[config.mk]
export PLATFORM = sky130hd
export DESIGN_NAME = wb_io_arbiter
export DESIGN_NICKNAME = d
export VERILOG_FILES = /design/src/rtl/wb_io_arbiter.sv
export SDC_FILE = /design/constraint.sdc
export NUM_CORES = 1
export LEC_CHECK = 0
export CAP_MARGIN = 30
export CELL_PAD_IN_SITES_DETAIL_PLACEMENT = 2
export CELL_PAD_IN_SITES_GLOBAL_PLACEMENT = 2
export CORE_MARGIN = 1
export CORE_UTILIZATION = 10
export CTS_CLUSTER_DIAMETER = 120
export DETAILED_ROUTE_END_ITERATION = 6
export HOLD_SLACK_MARGIN = 0.12
export PLACE_DENSITY_LB_ADDON = 0.1
export SLEW_MARGIN = 10
export SYNTH_ARGS = -nofsm -noshare
export SYNTH_HDL_FRONTEND = slang
export SYNTH_SLANG_ARGS = --single-unit
[constraint.sdc]
create_clock -name clock -period 2.3 [get_ports clock]
set_input_delay 0.46 -clock clock [delete_from_list [all_inputs] [get_ports clock]]
set_output_delay 0.46 -clock clock [all_outputs]
set_load 0.01 [all_outputs]
[src/rtl/wb_io_arbiter.sv]
// Two-master Wishbone arbiter for the SoC IO bus: round-robin grant held for a whole
// cyc tenure, plus a watchdog that ends stalled strobes with err.
module wb_io_arbiter #(
  parameter int AW      = 32,
  parameter int DW      = 32,
  parameter int TIMEOUT = 255
) (
  input  logic            clock,
  input  logic            reset_n,
  input  logic [AW-1:0]   m0_adr_i,
  input  logic [DW-1:0]   m0_dat_i,
  input  logic [DW/8-1:0] m0_sel_i,
  input  logic            m0_we_i,
  input  logic            m0_cyc_i,
  input  logic            m0_stb_i,
  output logic [DW-1:0]   m0_dat_o,
  output logic            m0_ack_o,
  output logic            m0_err_o,
  input  logic [AW-1:0]   m1_adr_i,
  input  logic [DW-1:0]   m1_dat_i,
  input  logic [DW/8-1:0] m1_sel_i,
  input  logic            m1_we_i,
  input  logic            m1_cyc_i,
  input  logic            m1_stb_i,
  output logic [DW-1:0]   m1_dat_o,
  output logic            m1_ack_o,
  output logic            m1_err_o,
  output logic [AW-1:0]   s_adr_o,
  output logic [DW-1:0]   s_dat_o,
  output logic [DW/8-1:0] s_sel_o,
  output logic            s_we_o,
  output logic            s_cyc_o,
  output logic            s_stb_o,
  input  logic [DW-1:0]   s_dat_i,
  input  logic            s_ack_i,
  input  logic            s_err_i,
  output logic [1:0]      grant_o,
  output logic            timeout_o
);

  typedef enum logic [1:0] {
    IDLE = 2'd0,
    OWN0 = 2'd1,
    OWN1 = 2'd2
  } state_t;

  localparam logic [9:0] WD_LIMIT = 10'(TIMEOUT);

  state_t     state, state_nxt;
  logic       last, last_nxt;
  logic [9:0] wd_cnt, wd_cnt_nxt;
  logic       own_cyc, own_stb, wd_fire;

  always_ff @(posedge clock or negedge reset_n) begin
    if (!reset_n) begin
      state  <= IDLE;
      last   <= 1'b1;
      wd_cnt <= '0;
    end else begin
      state  <= state_nxt;
      last   <= last_nxt;
      wd_cnt <= wd_cnt_nxt;
    end
  end

  // On a tie the master that was not granted last wins.
  always_comb begin
    state_nxt = state;
    last_nxt  = last;
    case (state)
      IDLE: begin
        if (m0_cyc_i && (!m1_cyc_i || last)) state_nxt = OWN0;
        else if (m1_cyc_i)                    state_nxt = OWN1;
      end
      OWN0: begin
        if (!m0_cyc_i) begin
          state_nxt = IDLE;
          last_nxt  = 1'b0;
        end
      end
      OWN1: begin
        if (!m1_cyc_i) begin
          state_nxt = IDLE;
          last_nxt  = 1'b1;
        end
      end
      default: state_nxt = IDLE;
    endcase
  end

  always_comb begin
    own_cyc = 1'b0;
    own_stb = 1'b0;
    case (state)
      OWN0: begin
        own_cyc = m0_cyc_i;
        own_stb = m0_stb_i;
      end
      OWN1: begin
        own_cyc = m1_cyc_i;
        own_stb = m1_stb_i;
      end
      default: ;
    endcase
  end

  // A slave response in the timeout cycle wins over the watchdog.
  assign wd_fire = (TIMEOUT != 0) && own_cyc && own_stb && !(s_ack_i || s_err_i)
                   && (wd_cnt == WD_LIMIT);

  always_comb begin
    if ((TIMEOUT == 0) || !own_cyc || !own_stb || s_ack_i || s_err_i || wd_fire)
      wd_cnt_nxt = '0;
    else
      wd_cnt_nxt = wd_cnt + 10'd1;
  end

  assign timeout_o = wd_fire;
  assign m0_dat_o  = s_dat_i;
  assign m1_dat_o  = s_dat_i;

  always_comb begin
    s_adr_o  = m0_adr_i;
    s_dat_o  = m0_dat_i;
    s_sel_o  = m0_sel_i;
    s_we_o   = 1'b0;
    s_cyc_o  = 1'b0;
    s_stb_o  = 1'b0;
    m0_ack_o = 1'b0;
    m0_err_o = 1'b0;
    m1_ack_o = 1'b0;
    m1_err_o = 1'b0;
    grant_o  = 2'b00;
    case (state)
      OWN0: begin
        s_we_o   = m0_we_i;
        s_cyc_o  = m0_cyc_i & ~wd_fire;
        s_stb_o  = m0_stb_i & ~wd_fire;
        m0_ack_o = s_ack_i;
        m0_err_o = s_err_i | wd_fire;
        grant_o  = 2'b01;
      end
      OWN1: begin
        s_adr_o  = m1_adr_i;
        s_dat_o  = m1_dat_i;
        s_sel_o  = m1_sel_i;
        s_we_o   = m1_we_i;
        s_cyc_o  = m1_cyc_i & ~wd_fire;
        s_stb_o  = m1_stb_i & ~wd_fire;
        m1_ack_o = s_ack_i;
        m1_err_o = s_err_i | wd_fire;
        grant_o  = 2'b10;
      end
      default: ;
    endcase
  end

endmodule

==> results of run 1 <==
layout by cell type (no fill, tap or decap), types with 2 or more instances in the layout:
cell / Yosys / layout
buf_6: 0 / 8
nand3_1: 5 / 4
xor2_1: 4 / 4
nor2_1: 5 / 4
a21boi_2: 0 / 2
diode_2: 0 / 2
and3_4: 0 / 2
clkbuf_16: 0 / 6
ha_1: 6 / 3
inv_1: 6 / 5
dlymetal6s2s_1: 0 / 4
mux2_2: 70 / 69
nand4_1: 2 / 2
buf_12: 0 / 5
clkdlybuf4s50_1: 0 / 143
a21oi_1: 2 / 2
buf_2: 7 / 27
nor3_1: 9 / 9
clkbuf_2: 0 / 30
ha_4: 0 / 2
nand2_1: 5 / 3
clkdlybuf4s15_1: 0 / 5
and2_1: 2 / 2
buf_4: 65 / 35
o21ai_0: 3 / 3
dlygate4sd2_1: 0 / 12
a22oi_1: 3 / 2
dfrtp_1: 12 / 12
xnor2_1: 4 / 4
a22o_1: 2 / 2
power groups by stage:
stage | combinational, mW | clock, mW | sequential, mW
2_1_floorplan | 1.11 | 0 | 0.279
3_3_place_gp | 2.37 | 0 | 0.276
5_1_grt | 2.75 | 0.360 | 0.278
4_1_cts | 2.52 | 0.343 | 0.275
6_report | 2.55 | 0.328 | 0.275
3_5_place_dp | 2.37 | 0 | 0.276
stage by stage:
stage / worst slack, ns / utilization (%)
final: 0.0128 / 22.1
after detailed placement: -0.511 / 21.3
after global placement: -0.465 / 21.3
after floorplan: 0.233 / -
after global routing: -0.0632 / 22.1
after CTS: -0.0514 / 22.1
how the worst min path moves through the flow:
stage | startpoint | end | slack [ns] | depth (start not counted)
3_3_place_gp | wd_cnt[0] | wd_cnt[0] | 0.53 | 2
4_1_cts | wd_cnt[0] | wd_cnt[0] | 0.56 | 2
6_report | wd_cnt[0] | wd_cnt[0] | 0.57 | 2
5_1_grt | wd_cnt[0] | wd_cnt[0] | 0.61 | 2
2_1_floorplan | reset_n | state[0] | 0.16 | 0
3_5_place_dp | wd_cnt[0] | wd_cnt[0] | 0.55 | 2
sequential cells by signal, indices dropped and copies added, names as in the netlist:
signal / flops
state: 2
wd_cnt: 10
last: 1
critical path: cells and delay by family (launching register included):
kind / cells / cell delay [ns]
adders and majority gates: 1 / 0.23
buffers and inverters: 4 / 0.65
DFF: 1 / 0.37
muxes: 1 / 0.32
per-layer routing:
layer	share of wire, %	vias up
met5	0.089	-
met4	1.9	2
met3	9.3	29
met2	55	133
met1	34	1136
li1	-	1151
cells by family (layout without fill, tap and decap cells):
| logic type | count (synthesis) | count (layout) | share of synthesized area [%] |
|---|---|---|---|
| compound gates | 16 | 16 | 5.96 |
| xor+xnor | 8 | 8 | 3.24 |
| fa+ha+maj | 6 | 6 | 3.47 |
| buf+inv | 79 | 284 | 25.4 |
| flops | 13 | 13 | 15.1 |
| mux | 70 | 70 | 36.5 |
| other cells | 0 | 2 | 0 |
| simple gates | 37 | 37 | 10.4 |
area by class of cell:
cell class              count  area (µm²)  share of cell area, %
well taps                 275         344                   7.39
multi-input cells         137        1370                   29.4
inverters                   6        22.5                  0.484
flip-flops and latches     13         327                   7.02
clock buffers               4        78.8                   1.69
repair buffers            274        2510                   53.9
diodes                      2        5.00                  0.108
what timing repair did:
action,4_1_cts,5_1_grt
gates cloned,2,3
gates resized for setup,187,79
buffers inserted,15,2
pin swaps,9,6
endpoints found under the setup margin,75,46
==> results.md, run 1 <==
- FP Rows: 53
- Final setup fails: 0
- Vias in the first global route: 2690
- DP Wirelength: 11100 µm
- Outcome: finished, final reports clean
- Worst stage delay on the critical path: 0.37 ns
- Combinational share of power: 80.9%
- Dominant cell type by area after synthesis: mux2_2
- Max rail drop VDD: 189 µV
- Most common cell in the netlist: mux2_2
- Post-route cell area: 0.00465 mm²
- Fillers: 2397
- GR Util met2: 21.8%
- Final Hold Fails: 0
- Critical path required time: 1.84 ns
- CP Max Fanout: 7
- Global-route met3 utilization: 3.64%
- Vias: 2451
- Share of layout cells above drive strength 1: 46.5%
- Final GP Congestion: 0.713
- Count of final max-slew check failures: 0
- Gate Count Post-Synth: 229
- Top cells by count, synth: mux2_2, buf_4, dfrtp_1
- Vias per inst: 3.45
- Sw Pwr: 1.13 mW
- Met1 usage: 11.3%
- Pwr Density: 677 mW/mm²
- Reg2reg end: state[0]
- Detailed-router iteration count before antenna repair: 4
- Drc violations: 0
- Kind of critical path: reg2out
- Final nets: 619
- Clock skew: 0.00153 ns
- RSZ-0062 raised after global routing: yes
- Bufs on Longest Clock Path: 2
- Synth area leaders: mux2_2, buf_4, dfrtp_1
- Placed Instances: 686
- Register-to-Register Path Depth: 8
- Register-to-register setup slack: 0.26 ns
- Crit-path cells: buf_6 > ha_4 > buf_4 > bufbuf_16 > mux2_2 > buf_2
- Placed Instance Area: 0.00450 mm²
- Synth warnings: 0
- CP Launch Type: register
- Yosys top cell area share: 36.5%
- Clock Latency Late Sink: 0.24 ns
- GRT overflow: 0
- Root Driver: clkbuf_16
- Max_cap viols: 0
- Switching Share: 35.9%
- Fmax: 437 MHz
- Routed len/inst: 18.9 µm
- Die Ht: 149 µm
- Internal power: 2.02 mW
- Die X: 149 µm
- Ys async rst share: 100%
- Clock net sink count: 13
- Clk network pwr share: 10.4%
- Primary FF master, synth: dfrtp_1
- Leakage power: 1.97 nW
- Synth Register Bits: 13
- CTS Buf Count: 3
- Antenna Nets Post-Route: 0
- Total GRT Usage: 11.2%
- Hold_buf cts: 0
- Post-Syn Area: 0.00216 mm²
- Global-route wire length before repair: 18200 µm
- Worst r2r src: state[1]
- GRT busiest layer: met2
- Initial Utilization: 10.3%
- Crit end category: output pin
- Start point of the critical path: state[1]
- Yosys cell types: 31
- Slew @ Worst Pin: 0.649 ns
- Class of the worst hold path: reg2reg
- Worst Setup EP: s_adr_o[20]
- Drt total wl: 13400 µm
- Htree depth: 1
- Core area: 0.0211 mm²
- Data arrival time of the worst path: 1.83 ns
- I/O Buffers: 223
- Fin crit period: 2.29 ns
- Top-level I/O count: 320
- Die area: 0.0222 mm²
- Avg Inst Size Synth: 9.44 µm²
- DRT iter0 DRCs: 41
- Slew HR: 56.6%
- Initial antenna violation count: 3
- Setup Total Neg Slack: 0 ns
- Largest net degree at the start of global routing: 19
- EDFF count, synth: 0
- Net Count, Synth: 413
- Flop pwr share: 8.7%
- Tcrit/Tclk final: 99.4%
- Syn-to-layout area delta: 115%
- CTS tree: yes
- Clk slew on worst S/H paths: 0.05 ns
- Post-synthesis sequential area ratio: 15.1%
- Power, Total: 3.15 mW
- CP max-delay cell: dfrtp_1
- Finished Layout Cells: 711
- Min Hold Slack: 0.570 ns
(Power assumes the default switching activity.)
==> inputs of run 2 (changes only) <==
--- a/config.mk
+++ b/config.mk
@@ -5,7 +5,7 @@
 export SDC_FILE = /design/constraint.sdc
 export NUM_CORES = 1
 export LEC_CHECK = 0
-export CAP_MARGIN = 30
+export CAP_MARGIN = 5
 export CELL_PAD_IN_SITES_DETAIL_PLACEMENT = 2
 export CELL_PAD_IN_SITES_GLOBAL_PLACEMENT = 2
 export CORE_MARGIN = 1
==> results of run 2 <==
The final DEF is identical to that of run 1; final timing and power are the same.
==> inputs of run 3 (changes only) <==
--- a/config.mk
+++ b/config.mk
@@ -14,6 +14,7 @@
 export DETAILED_ROUTE_END_ITERATION = 6
 export HOLD_SLACK_MARGIN = 0.12
 export PLACE_DENSITY_LB_ADDON = 0.1
+export SKIP_LAST_GASP = 1
 export SLEW_MARGIN = 10
 export SYNTH_ARGS = -nofsm -noshare
 export SYNTH_HDL_FRONTEND = slang
==> results.md, run 3 (synthesis results as in run 1) <==
- Routed len/inst: 18.5 µm (-1.9%)
- Hold endpoint: wd_cnt[0]
- Worst r2r src: state[1]
- Max reg flops: 10 (unchanged)
- Data arrival time of the worst path: 1.94 ns (+0.11 ns)
- CP Max Fanout: 8 (+1)
- Most frequent CP cell: buf_4
- Drc violations: 0 (unchanged)
- Final WS setup: -0.0992 ns (-0.112 ns)
- Final Hold Fails: 0 (unchanged)
- Placed Instance Area: 0.00450 mm² (unchanged)
- Syn-to-layout area delta: 121%
- Commonest cells after routing, fill and taps aside: clkdlybuf4s50_1, mux2_2, buf_4
- Final GP Congestion: 0.713 (unchanged)
- Slew HR: 56.4% (-0.16 points)
- Clock Latency Late Sink: 0.24 ns (about the same)
- Final setup fails: 33 (+33)
- Post-route cell area: 0.00479 mm² (+2.8%)
- Htree depth: 1 (unchanged)
- GRT overflow: 0 (unchanged)
- Crit-path cells: buf_6 > ha_4 > buf_4 > buf_12 > buf_4 > mux2_2 > dlygate4sd2_1
- Start point of the critical path: state[1]
- Global-route wire length before repair: 18200 µm (-0.34%)
- Drt total wl: 13300 µm (-0.81%)
- Kind of critical path: reg2out
- Vias per inst: 3.43 (-0.39%)
- DRT iter0 DRCs: 30 (-27%)
- CTS Buf Count: 3 (unchanged)
- Outcome: finished with violations
- Regs by FF count: wd_cnt x10, state x2, last x1
- Critical path required time: 1.84 ns (about the same)
- RSZ-0062 raised after global routing: yes
- Commonest non-fill, non-tap cell in the layout: clkdlybuf4s50_1
- Crit end category: output pin
- Die X: 149 µm (unchanged)
- Detailed-router iteration count before antenna repair: 4 (unchanged)
- Worst stage delay on the critical path: 0.39 ns (+0.02 ns)
- Die area: 0.0222 mm² (unchanged)
- Root Driver: clkbuf_16
- Hold_buf cts: 0 (unchanged)
- CTS tree: yes
- Total GRT Usage: 11.2% (-0.026 points)
- Power, Total: 3.26 mW (+3.5%)
- Failing checks: setup timing
- Slew @ Worst Pin: 0.651 ns (+0.00233 ns)
- Max rail drop VDD: 189 µV (-0.15%)
- Antenna Nets Post-Route: 0 (unchanged)
- Placed Instances: 686 (unchanged)
- Setup Total Neg Slack: -2.16 ns (-2.16 ns)
- Initial antenna violation count: 3 (unchanged)
- Clock net sink count: 13 (unchanged)
- Fin crit period: 2.40 ns (+0.112 ns)
- Utilization after layout: 22.7% (+0.63 points)
- Clock skew: 0.00122 ns (-0.000307 ns)
- Finished Layout Cells: 719 (+1.1%)
- Final nets: 627 (+1.3%)
- Pre-CTS setup slack: -0.511 ns (unchanged)
- Count of final max-slew check failures: 0 (unchanged)
- DP Wirelength: 11100 µm (unchanged)
- Tcrit/Tclk final: 104% (+4.9 points)
- Fmax: 417 MHz (-4.7%)
- Largest net degree at the start of global routing: 19 (unchanged)
- Initial Utilization: 10.3% (unchanged)
- Top-level I/O count: 320 (unchanged)
- FP Rows: 53 (unchanged)
- Bufs on Longest Clock Path: 2 (unchanged)
- Register-to-Register Path Depth: 9 (+1)
- Core area: 0.0211 mm² (unchanged)
- Max_cap viols: 0 (unchanged)
- Register with the most flip-flops: wd_cnt
- Pwr Density: 681 mW/mm² (+0.62%)
- Leakage power: 2.03 nW (+2.8%)
- Min Hold Slack: 0.570 ns (-0.0000370 ns)
- Die Ht: 149 µm (unchanged)
- Vias: 2469 (+0.73%)
- Reg2reg end: state[0]
- Share of layout cells above drive strength 1: 43.2% (-3.3 points)
- Hold Crit Depth: 2 (unchanged)
- CP max-delay cell: dfrtp_1
- Fillers: 2390 (-0.29%)
- Register-to-register setup slack: 0.18 ns (-0.08 ns)
- Clk slew on worst S/H paths: 0.05 ns (about the same)
- I/O Buffers: 223 (unchanged)
- Worst hold start: wd_cnt[0]
- Vias in the first global route: 2676 (-0.52%)
- CP Launch Type: register
- Class of the worst hold path: reg2reg
## run 3: cell types whose count changed in the layout (fill, tap and decap cells not counted), moves of 4 or more
cell	delta
buf_2	-12
buf_4	+12
buf_6	-4
clkbuf_2	-8
clkdlybuf4s15_1	-5
clkdlybuf4s50_1	+15
dlygate4sd2_1	+6
## run 3: report_power, final
part           switching [mW]  internal [mW]
registers              0.0150          0.260
logic                    1.02           1.64
clock network          0.0935          0.234
total                    1.13           2.13
## run 3: area by class of cell
class | instances | area [µm²] | share of cell area, %
diodes | 2 | 5.00 | 0.105
inverters | 6 | 22.5 | 0.470
flip-flops and latches | 13 | 327 | 6.82
clock buffers | 4 | 78.8 | 1.65
repair buffers | 282 | 2650 | 55.3
well taps | 275 | 344 | 7.19
multi-input cells | 137 | 1360 | 28.5
## run 3: worst max-delay path by stage
stage / to / depth (start not counted)
floorplan: m0_err_o / 5
global placement: timeout_o / 6
detailed placement: timeout_o / 6
CTS: s_adr_o[2] / 5
global route: s_dat_o[21] / 5
finish: s_adr_o[6] / 7
## run 3: repair_timing
item,4_1_cts,5_1_grt
gates resized for setup,131,60
buffers inserted,15,11
pin swaps,9,4
gates cloned,2,1
setup endpoints to repair,75,64
## run 3: routing by layer
layer / vias up / wire (µm) / track usage [%]
met4: 2 / 255 / 2.60
met3: 29 / 1250 / 3.64
met2: 131 / 7260 / 21.7
li1: 1166 / - / -
met1: 1141 / 4540 / 11.3
met5: - / 12 / 0
## run 3: critical path: cells and delay by family (launching register included)
family,cells,cell delay [ns]
DFF,1,0.39
muxes,1,0.25
buffers and inverters,5,0.87
adders and majority gates,1,0.19
